==> config.mk <==
export PLATFORM = sky130hd
export DESIGN_NAME = corelet_seq
export DESIGN_NICKNAME = d
export VERILOG_FILES = /design/src/rtl/corelet_seq.sv
export SDC_FILE = /design/constraint.sdc
export NUM_CORES = 1
export LEC_CHECK = 0
export CELL_PAD_IN_SITES_DETAIL_PLACEMENT = 0
export CELL_PAD_IN_SITES_GLOBAL_PLACEMENT = 1
export CORE_ASPECT_RATIO = 1.1
export CORE_MARGIN = 1
export CORE_UTILIZATION = 46
export CTS_CLUSTER_SIZE = 8
export DETAILED_ROUTE_END_ITERATION = 7
export PLACE_DENSITY_LB_ADDON = 0.1
export SLEW_MARGIN = 20
export SYNTH_ARGS = -nofsm -noshare
export SYNTH_HDL_FRONTEND = slang
export SYNTH_SLANG_ARGS = --single-unit
==> constraint.sdc <==
create_clock -name clk -period 12.26 [get_ports clk]
set_input_delay 1.226 -clock clk [delete_from_list [all_inputs] [get_ports clk]]
set_output_delay 1.226 -clock clk [all_outputs]
set_load 0.05 [all_outputs]
==> src/rtl/corelet_seq.sv <==
`default_nettype none
// ============================================================================
// Module   : corelet_seq
// Brief    : Tile sequencer driving the corelet instruction bus: weight fetch,
//            kernel load, activation stream and OFIFO-to-psum-SRAM drain.
// Revision : 1.0
// ============================================================================
module corelet_seq #(
    parameter int ROW     = 8,
    parameter int COL     = 8,
    parameter int LEN_BW  = 8,
    parameter int TIMEOUT = 64
) (
    input  logic              clk,
    input  logic              reset,
    input  logic              start,
    input  logic [10:0]       w_base,
    input  logic [10:0]       x_base,
    input  logic [10:0]       p_base,
    input  logic [LEN_BW-1:0] len,
    input  logic              ofifo_valid,
    output logic [33:0]       inst,
    output logic              busy,
    output logic              done,
    output logic              err
);

    typedef enum logic [2:0] {
        S_IDLE   = 3'd0,
        S_WFETCH = 3'd1,
        S_KLOAD  = 3'd2,
        S_KGAP   = 3'd3,
        S_XFETCH = 3'd4,
        S_XEXEC  = 3'd5,
        S_DRAIN  = 3'd6,
        S_DONE   = 3'd7
    } state_t;

    localparam int          c_CW_RC     = $clog2(ROW + COL + 2);
    localparam int          c_CW        = (LEN_BW + 1 > c_CW_RC) ? LEN_BW + 1 : c_CW_RC;
    localparam int          c_TW        = $clog2(TIMEOUT + 1);
    localparam logic [33:0] c_IDLE_WORD = 34'h0C0060000;
    localparam logic [LEN_BW:0] c_ONE_L = 1;

    state_t            r_state, w_state_nxt;
    logic [c_CW-1:0]   r_cnt, w_cnt_nxt, w_cnt_inc, w_len_ext, w_fetch_n;
    logic [10:0]       r_w_base, r_x_base, r_p_base;
    logic [LEN_BW-1:0] r_len;
    logic [LEN_BW:0]   r_pop_cnt, r_wr_cnt;
    logic [c_TW-1:0]   r_idle, w_idle_nxt;
    logic              r_err, r_busy, r_done;
    logic [33:0]       r_inst, w_inst_nxt;
    logic              w_accept, w_abort, w_pop, w_wr;
    logic [10:0]       w_fetch_base, w_xsum, w_psum;
    logic              w_unused;

    assign inst = r_inst;
    assign busy = r_busy;
    assign done = r_done;
    assign err  = r_err;

    assign w_accept  = (r_state == S_IDLE) && start;
    assign w_cnt_inc = r_cnt + c_CW'(1);
    assign w_len_ext = c_CW'(r_len);

    always_comb begin
        w_state_nxt = r_state;
        w_cnt_nxt   = w_cnt_inc;
        w_idle_nxt  = '0;
        w_abort     = 1'b0;
        case (r_state)
            S_IDLE: begin
                w_cnt_nxt = '0;
                if (start) w_state_nxt = S_WFETCH;
            end
            S_WFETCH: if (r_cnt == c_CW'(ROW)) begin
                w_state_nxt = S_KLOAD;
                w_cnt_nxt   = '0;
            end
            S_KLOAD: if (w_cnt_inc == c_CW'(ROW)) begin
                w_state_nxt = S_KGAP;
                w_cnt_nxt   = '0;
            end
            S_KGAP: if (w_cnt_inc == c_CW'(COL)) begin
                w_state_nxt = (r_len == '0) ? S_DONE : S_XFETCH;
                w_cnt_nxt   = '0;
            end
            S_XFETCH: if (r_cnt == w_len_ext) begin
                w_state_nxt = S_XEXEC;
                w_cnt_nxt   = '0;
            end
            S_XEXEC: if (w_cnt_inc == w_len_ext) begin
                w_state_nxt = S_DRAIN;
                w_cnt_nxt   = '0;
            end
            S_DRAIN: begin
                w_cnt_nxt = '0;
                // Write count reaching len means the final psum write is already out.
                if (r_wr_cnt == {1'b0, r_len}) begin
                    w_state_nxt = S_DONE;
                end else if (!ofifo_valid) begin
                    w_idle_nxt = r_idle + c_TW'(1);
                    if (r_idle == c_TW'(TIMEOUT - 1)) begin
                        w_state_nxt = S_IDLE;
                        w_abort     = 1'b1;
                    end
                end
            end
            default: begin
                w_state_nxt = S_IDLE;
                w_cnt_nxt   = '0;
            end
        endcase
    end

    assign w_pop = ofifo_valid && (r_pop_cnt < {1'b0, r_len}) &&
                   ((w_state_nxt == S_XEXEC) || (w_state_nxt == S_DRAIN));
    assign w_wr  = r_inst[6];

    // First weight address comes straight from the port on the accepting edge.
    assign w_fetch_base = (w_state_nxt == S_XFETCH) ? r_x_base : (w_accept ? w_base : r_w_base);
    assign w_fetch_n    = (w_state_nxt == S_XFETCH) ? w_len_ext : c_CW'(ROW);
    assign w_xsum       = w_fetch_base + 11'(w_cnt_nxt);
    assign w_psum       = r_p_base + 11'(r_wr_cnt);
    assign w_unused     = w_xsum[10];

    always_comb begin
        w_inst_nxt = c_IDLE_WORD;
        case (w_state_nxt)
            S_WFETCH, S_XFETCH: begin
                if (w_cnt_nxt < w_fetch_n) begin
                    w_inst_nxt[17]   = 1'b0;
                    w_inst_nxt[16:7] = w_xsum[9:0];
                end
                if (w_cnt_nxt != '0) w_inst_nxt[2] = 1'b1;
            end
            S_KLOAD: begin
                w_inst_nxt[3] = 1'b1;
                w_inst_nxt[0] = 1'b1;
            end
            S_XEXEC: begin
                w_inst_nxt[3] = 1'b1;
                w_inst_nxt[1] = 1'b1;
            end
            default: ;
        endcase
        w_inst_nxt[6] = w_pop;
        if (w_wr) begin
            w_inst_nxt[31]    = 1'b0;
            w_inst_nxt[30]    = 1'b0;
            w_inst_nxt[29:19] = w_psum;
        end
    end

    always_ff @(posedge clk or negedge reset) begin
        if (!reset) begin
            r_state   <= S_IDLE;
            r_cnt     <= '0;
            r_idle    <= '0;
            r_inst    <= c_IDLE_WORD;
            r_busy    <= 1'b0;
            r_done    <= 1'b0;
            r_err     <= 1'b0;
            r_w_base  <= '0;
            r_x_base  <= '0;
            r_p_base  <= '0;
            r_len     <= '0;
            r_pop_cnt <= '0;
            r_wr_cnt  <= '0;
        end else begin
            r_state <= w_state_nxt;
            r_cnt   <= w_cnt_nxt;
            r_idle  <= w_idle_nxt;
            r_inst  <= w_inst_nxt;
            r_busy  <= (w_state_nxt != S_IDLE);
            r_done  <= (w_state_nxt == S_DONE);
            if (w_accept) begin
                r_w_base  <= w_base;
                r_x_base  <= x_base;
                r_p_base  <= p_base;
                r_len     <= len;
                r_err     <= 1'b0;
                r_pop_cnt <= '0;
                r_wr_cnt  <= '0;
            end else begin
                if (w_pop)   r_pop_cnt <= r_pop_cnt + c_ONE_L;
                if (w_wr)    r_wr_cnt  <= r_wr_cnt + c_ONE_L;
                if (w_abort) r_err     <= 1'b1;
            end
        end
    end

endmodule
`default_nettype wire

==> out/metrics.cfg, run 1 <==
[status]
status = complete, no violations

[placed_design]
placed_area_um2 = 6980
gp_congestion = 0.838
port_buffers = 74
hpwl_um = 10500

[finish]
nets = 802
drive_gt1_frac = 0.0720
postLayoutCellArea_um2 = 7250
fillers = 1219
fin_util = 0.549
syn_to_final_growth_pct = 16.7
antenna_cells = 0

[worst_setup_path]
cp_slowest_cell = or4_1
max_stage_delay_ps = 570
critPathLaunchType = register
crit_type = register to register
critPathBufInv = 0
crit_chain = ha_1 -> and2_1 -> xnor2_1 -> a31oi_1 -> or4_1 -> a21oi_1 -> and2_1 -> nand3_2 -> mux2_4 -> ha_1 -> a21o_1 -> a21oi_1 -> nor2b_1 -> o21a_1 -> o41ai_1 -> nor2_1 -> a211oi_1 -> o21ai_1 -> and4b_1
cp-end-kind = register
cp_top_family = simple AND/OR/NAND/NOR gates
crit_arrival_ps = 5940
cp_data_required_time_ps = 12490
cp_max_fo = 11

[synth]
yosysWarnings = 0
synth_cell_type_count = 71
syn-instance-count = 663
seq_area_frac_synth = 0.431
synth_ff_type = dfrtp_1
synth_area_um2 = 6210
synth_edf_count = 0
synth.avg_cell_area_um2 = 9.37
async_reset_ff_frac = 1.00
synth_seq_cells = 107

[clocking]
clock_path_buffers = 2
clk_pin_slew_worst_paths_ps = 70
cts_tree = yes
clk-insertion-delay-late_ps = 350
numCtsBuffers = 9
cts_setup_buffers = 0
ctsResizeCount = 0
cts_root_buf = clkbuf_16
cts_hold_buf = 0
clock_sinks = 107
cts_max_level = 3

[timing]
period_needed_ps = 5710
finalMaxSlewViolations = 0
slew_headroom = 0.302
fin_crit_sh = 0.466
setup_viol_count_final = 0
rsz0062_at_grt = no
hold_viol = 0
fmax_ghz = 0.175
fin_tns_setup_ps = 0
tightest_slew_ps = 1040
fin_skew_ps = 6.51

[floorplanning]
die_w_um = 113
rows = 44
io_pins = 82
die_area_um2 = 14000
coreArea_um2 = 13200
initial_utilization = 0.470
fp.dieH_um = 124

[detailed_routing]
drtPass1Iterations = 5
postRouteAntennaNets = 0
wl_um = 14400
drt_iter0_markers = 260
via_count = 4758
drc = 0
wire_per_inst_um = 16.4
vias_per_cell = 5.39

[global_route]
grt_pass1_vias = 4690
overflow = 0
grt_max_degree = 57
grt.total_usage = 0.220
antenna_found_initial = 0
grt_pass1_wl_um = 23700

[worst_hold_path]
hold_path.class = register to register

[job]
drv_cap = 0

[power_and_ir_drop]
pwr_density_cell_nw_per_um2 = 266
leakagePower_uw = 0.00335
ir_drop_mv = 0.102
power_uw = 1930

[Yosys cell counts (4+ instances only)]
cell type / n / area (µm²)
mux2_4: 9 / 135
and2_1: 5 / 31.3
nor3_1: 11 / 55.1
nor4_1: 4 / 25.0
xor2_1: 13 / 114
dfrtp_1: 105 / 2630
a21o_1: 9 / 67.6
o21bai_1: 6 / 45.0
clkbuf_1: 15 / 56.3
o21ai_0: 14 / 70.1
buf_4: 8 / 60.1
a211oi_1: 4 / 30.0
ha_1: 38 / 475
mux2i_1: 6 / 60.1
nand2_1: 136 / 510
or2_2: 5 / 31.3
xnor2_1: 42 / 368
buf_2: 7 / 35.0
and3_1: 12 / 75.1
nor2_1: 58 / 218
buf_6: 5 / 56.3
nand3_1: 15 / 75.1
nor2b_1: 9 / 56.3
a21oi_1: 23 / 115
inv_1: 17 / 63.8
nand4_1: 11 / 68.8
[state kept, by name (all words and copies together) (netlist names)]
| register | flops |
|---|---|
| busy | 1 |
| done | 1 |
| err | 1 |
| inst | 28 |
| r_cnt | 9 |
| r_idle | 7 |
| r_len | 8 |
| r_p_base | 11 |
| r_pop_cnt | 9 |
| r_state | 3 |
| r_w_base | 10 |
| r_wr_cnt | 9 |
| r_x_base | 10 |
[cells by family after synthesis]
family	after synthesis	share of synthesized area
mux	15	0.0314
compound gates	97	0.108
flops	107	0.431
other cells	2	0.00121
fa+ha+maj	40	0.0830
simple gates	290	0.221
buf+inv	57	0.0469
xor+xnor	55	0.0775
[path summary, 6_finish.rpt]
check | from | to | slack (ps) | cells after the start
max | r_cnt[0] | inst[16] | 6550 | 19
min | r_idle[0] | r_idle[0] | 470 | 1
max reg2reg | r_cnt[0] | inst[16] | 6550 | 19
min reg2reg | r_idle[0] | r_idle[0] | 470 | 1
max in group asynchronous | reset | r_wr_cnt[5] | 10170 | 2
min in group asynchronous | reset | inst[11] | 900 | 1
[per-layer routing]
layer  GRT usage  share of wire  wire length, µm
met1       0.288           0.46             6670
met2       0.384           0.49             7110
met3      0.0336          0.036              520
met4      0.0567          0.010              144
met5           0              0                0
[area by class of cell]
cell class,count,area [µm²],share of cell area
flip-flops and latches,107,2680,0.370
well taps,161,201,0.0278
clock buffers,11,243,0.0335
inverters,20,75.1,0.0104
multi-input cells,502,3260,0.450
clock inverters,5,28.8,0.00397
repair buffers,77,761,0.105
[cells in the final DEF, fill, tap and decap left out, types with 6 or more instances in the layout]
master	synthesis	routed
nand2_1	136	136
mux2i_1	6	6
clkdlybuf4s50_1	0	73
nand3_1	15	15
dfrtp_1	105	105
inv_1	17	17
o21ai_0	14	14
nor3_1	11	11
clkbuf_16	0	9
nor2_1	58	58
a21oi_1	23	23
nand4_1	11	11
ha_1	38	38
a21o_1	9	9
xnor2_1	42	42
mux2_4	9	9
and3_1	12	12
o21bai_1	6	6
nor2b_1	9	9
xor2_1	13	13
[stage by stage]
stage          std cells  worst slack, ps  hold WS (ps)
2_1_floorplan        666             7450           433
3_3_place_gp         867             6320           449
3_5_place_dp         867             6330           462
4_1_cts              883             6550           477
5_1_grt              883             6060           496
6_report             883             6550           471
[power breakdown]
part / internal, µW / leakage, µW / switching (µW)
registers: 473 / 0.00138 / 115
logic: 463 / 0.00183 / 605
clock network: 143 / 0.000139 / 130
total: 1080 / 0.00335 / 850
Power figures use the tool's default switching activity.
==> run 2: changes to the inputs <==
CORE_UTILIZATION = 39   (was 46)
clock period = 5 ns   (was 12.26 ns; I/O delays follow)
==> out/metrics.cfg, run 2 (synthesis results as in run 1) <==
[worst_setup_path]
crit_type = register to register  ; unchanged
r2r_start = r_cnt[0]  ; unchanged
critPathLaunchType = register  ; unchanged
worstReg2RegEnd = inst[16]  ; unchanged
max_stage_delay_ps = 390  ; was 570 ps
cp_data_required_time_ps = 5250  ; was 12,490 ps
cp_num_cells = 21  ; was 19
cp_max_fo = 6  ; was 11
cp_top_family = compound AO/OA/AOI/OAI gates  ; was simple AND/OR/NAND/NOR gates
cp-end-kind = register  ; unchanged
crit_chain = buf_4 -> inv_1 -> ha_1 -> xor2_1 -> a211oi_2 -> o2111ai_2 -> nor4_4 -> nand3_1 -> and2_1 -> nand3_2 -> mux2_4 -> ha_1 -> a21o_1 -> a21oi_1 -> nor2b_1 -> o21a_1 -> o41ai_2 -> nor2_1 -> a211oi_2 -> o21ai_1 -> and4b_1  ; was ha_1 -> and2_1 -> xnor2_1 -> a31oi_1 -> or4_1 -> a21oi_1 -> and2_1 -> nand3_2 -> mux2_4 -> ha_1 -> a21o_1 -> a21oi_1 -> nor2b_1 -> o21a_1 -> o41ai_1 -> nor2_1 -> a211oi_1 -> o21ai_1 -> and4b_1
critPathBufInv = 2  ; was 0
cp_slowest_cell = dfrtp_1  ; was or4_1
crit_start = r_cnt[0]  ; unchanged
r2r_setup_slack_ps = 270  ; was 6550 ps
crit_arrival_ps = 4970  ; was 5940 ps
rr_worst_depth = 21  ; was 19

[worst_hold_path]
hold_path.class = input pin to asynchronous set/reset pin  ; was register to register

[detailed_routing]
wire_per_inst_um = 16.1  ; was 16.4 µm
vias_per_cell = 5.17  ; was 5.39
drc = 0  ; unchanged
drtPass1Iterations = 5  ; unchanged
postRouteAntennaNets = 0  ; unchanged
via_count = 4893  ; was 4,758
drt_iter0_markers = 278  ; was 260
wl_um = 15200  ; was 14,400 µm

[timing]
hold_viol = 0  ; unchanged
fmax_ghz = 0.212  ; was 0.175 GHz
slew_headroom = 0.515  ; was 0.302
rsz0062_at_grt = no  ; unchanged
fin_crit_sh = 0.945  ; was 0.466
period_needed_ps = 4730  ; was 5710 ps
setup_viol_count_final = 0  ; unchanged
fin_tns_setup_ps = 0  ; unchanged
fin_skew_ps = 6.06  ; was 6.51 ps
finalMaxSlewViolations = 0  ; unchanged
tightest_slew_ps = 727  ; was 1040 ps

[clocking]
cts_max_level = 3  ; unchanged
cts_root_buf = clkbuf_16  ; unchanged
clock_path_buffers = 2  ; unchanged
clock_sinks = 107  ; unchanged
clk-insertion-delay-late_ps = 360  ; was 350 ps
clk_pin_slew_worst_paths_ps = 70  ; about the same
numCtsBuffers = 9  ; unchanged
cts_tree = yes  ; unchanged
cts_hold_buf = 0  ; unchanged

[finish]
layout_commonest_cell = nand2_1  ; unchanged
layout_common_cells = nand2_1, dfrtp_1, clkdlybuf4s50_1  ; unchanged
nets = 827  ; was 802
syn_to_final_growth_pct = 22.2  ; was 16.7%
drive_gt1_frac = 0.114  ; was 0.0720
largest_reg_flops = 28  ; unchanged
antenna_cells = 0  ; unchanged

[floorplanning]
coreArea_um2 = 15600  ; was 13,200 µm²
io_pins = 82  ; unchanged
initial_utilization = 0.398  ; was 0.470
fp.dieH_um = 134  ; was 124 µm
die_w_um = 122  ; was 113 µm
die_area_um2 = 16400  ; was 14,000 µm²
rows = 48  ; was 44

[status]
status = complete, no violations  ; unchanged

[power_and_ir_drop]
ir_drop_mv = 0.255  ; was 0.102 mV
power_uw = 5080  ; was 1930 µW
leakagePower_uw = 0.00351  ; was 0.00335 µW
pwr_density_cell_nw_per_um2 = 669  ; was 266 nW/µm²

[global_route]
grt_max_degree = 76  ; was 57
grt_pass1_vias = 4958  ; was 4,690
antenna_found_initial = 0  ; unchanged
grt.total_usage = 0.201  ; was 0.220
grt_pass1_wl_um = 25200  ; was 23,700 µm
overflow = 0  ; unchanged

[placed_design]
gp_congestion = 0.875  ; was 0.838
port_buffers = 74  ; unchanged
hpwl_um = 11400  ; was 10,500 µm

[job]
drv_cap = 0  ; unchanged

run 2: worst register-to-register path, cell delays in order (launching register included):
cell       delay (ps)
dfrtp_1           390
buf_4             160
inv_1              60
ha_1              340
xor2_1            180
a211oi_2          190
o2111ai_2         180
nor4_4            380
nand3_1           180
and2_1            240
nand3_2           150
mux2_4            350
ha_1              280
a21o_1            170
a21oi_1           200
nor2b_1            70
o21a_1            190
o41ai_2           260
nor2_1            100
a211oi_2          250
o21ai_1           100
and4b_1           200
run 2: timing repair:
action	CTS	global route
setup endpoints to repair	1	2
gates resized for setup	0	9
pin swaps	1	1
setup buffers	0	1
run 2: per-stage QoR:
step	worst slack, ps	area, µm²	util	instances	hold slack (ps)
final	274	7590	0.486	947	168
after global routing	24.2	7590	0.486	947	244
after CTS	39.7	7530	0.482	946	356
after detailed placement	20.4	7210	0.462	930	458
after global placement	135	7210	0.462	930	444
after floorplan	193	6220	-	666	204
run 2: power by group:
group          switching [µW]  leakage, µW  internal (µW)
sequential                256      0.00138           1160
clock                     331     0.000159            453
combinational            1580      0.00197           1300
run 2: cell type report:
cell class / instances / area, µm²
Tap cell: 200 / 250
Clock buffer: 10 / 239
Clock inverter: 6 / 86.3
Inverter: 20 / 75.1
Sequential cell: 107 / 2680
Fill cell: 1538 / 8020
Multi-Input combinational cell: 502 / 3300
Timing Repair Buffer: 102 / 956
run 2: how the worst max path moves through the flow:
stage	slack, ps	to
final	270	inst[16]
after global routing	20	inst[16]
after CTS	40	inst[16]
after detailed placement	20	inst[16]
after global placement	130	inst[16]
after floorplan	190	inst[16]
run 2: routing by layer:
layer / routed length (µm) / GRT usage / vias up
met1: 7010 / 0.257 / 2411
li1: - / - / 2406
met3: 356 / 0.0332 / 14
met5: 0 / 0 / -
met2: 7640 / 0.342 / 62
met4: 204 / 0.0637 / 0
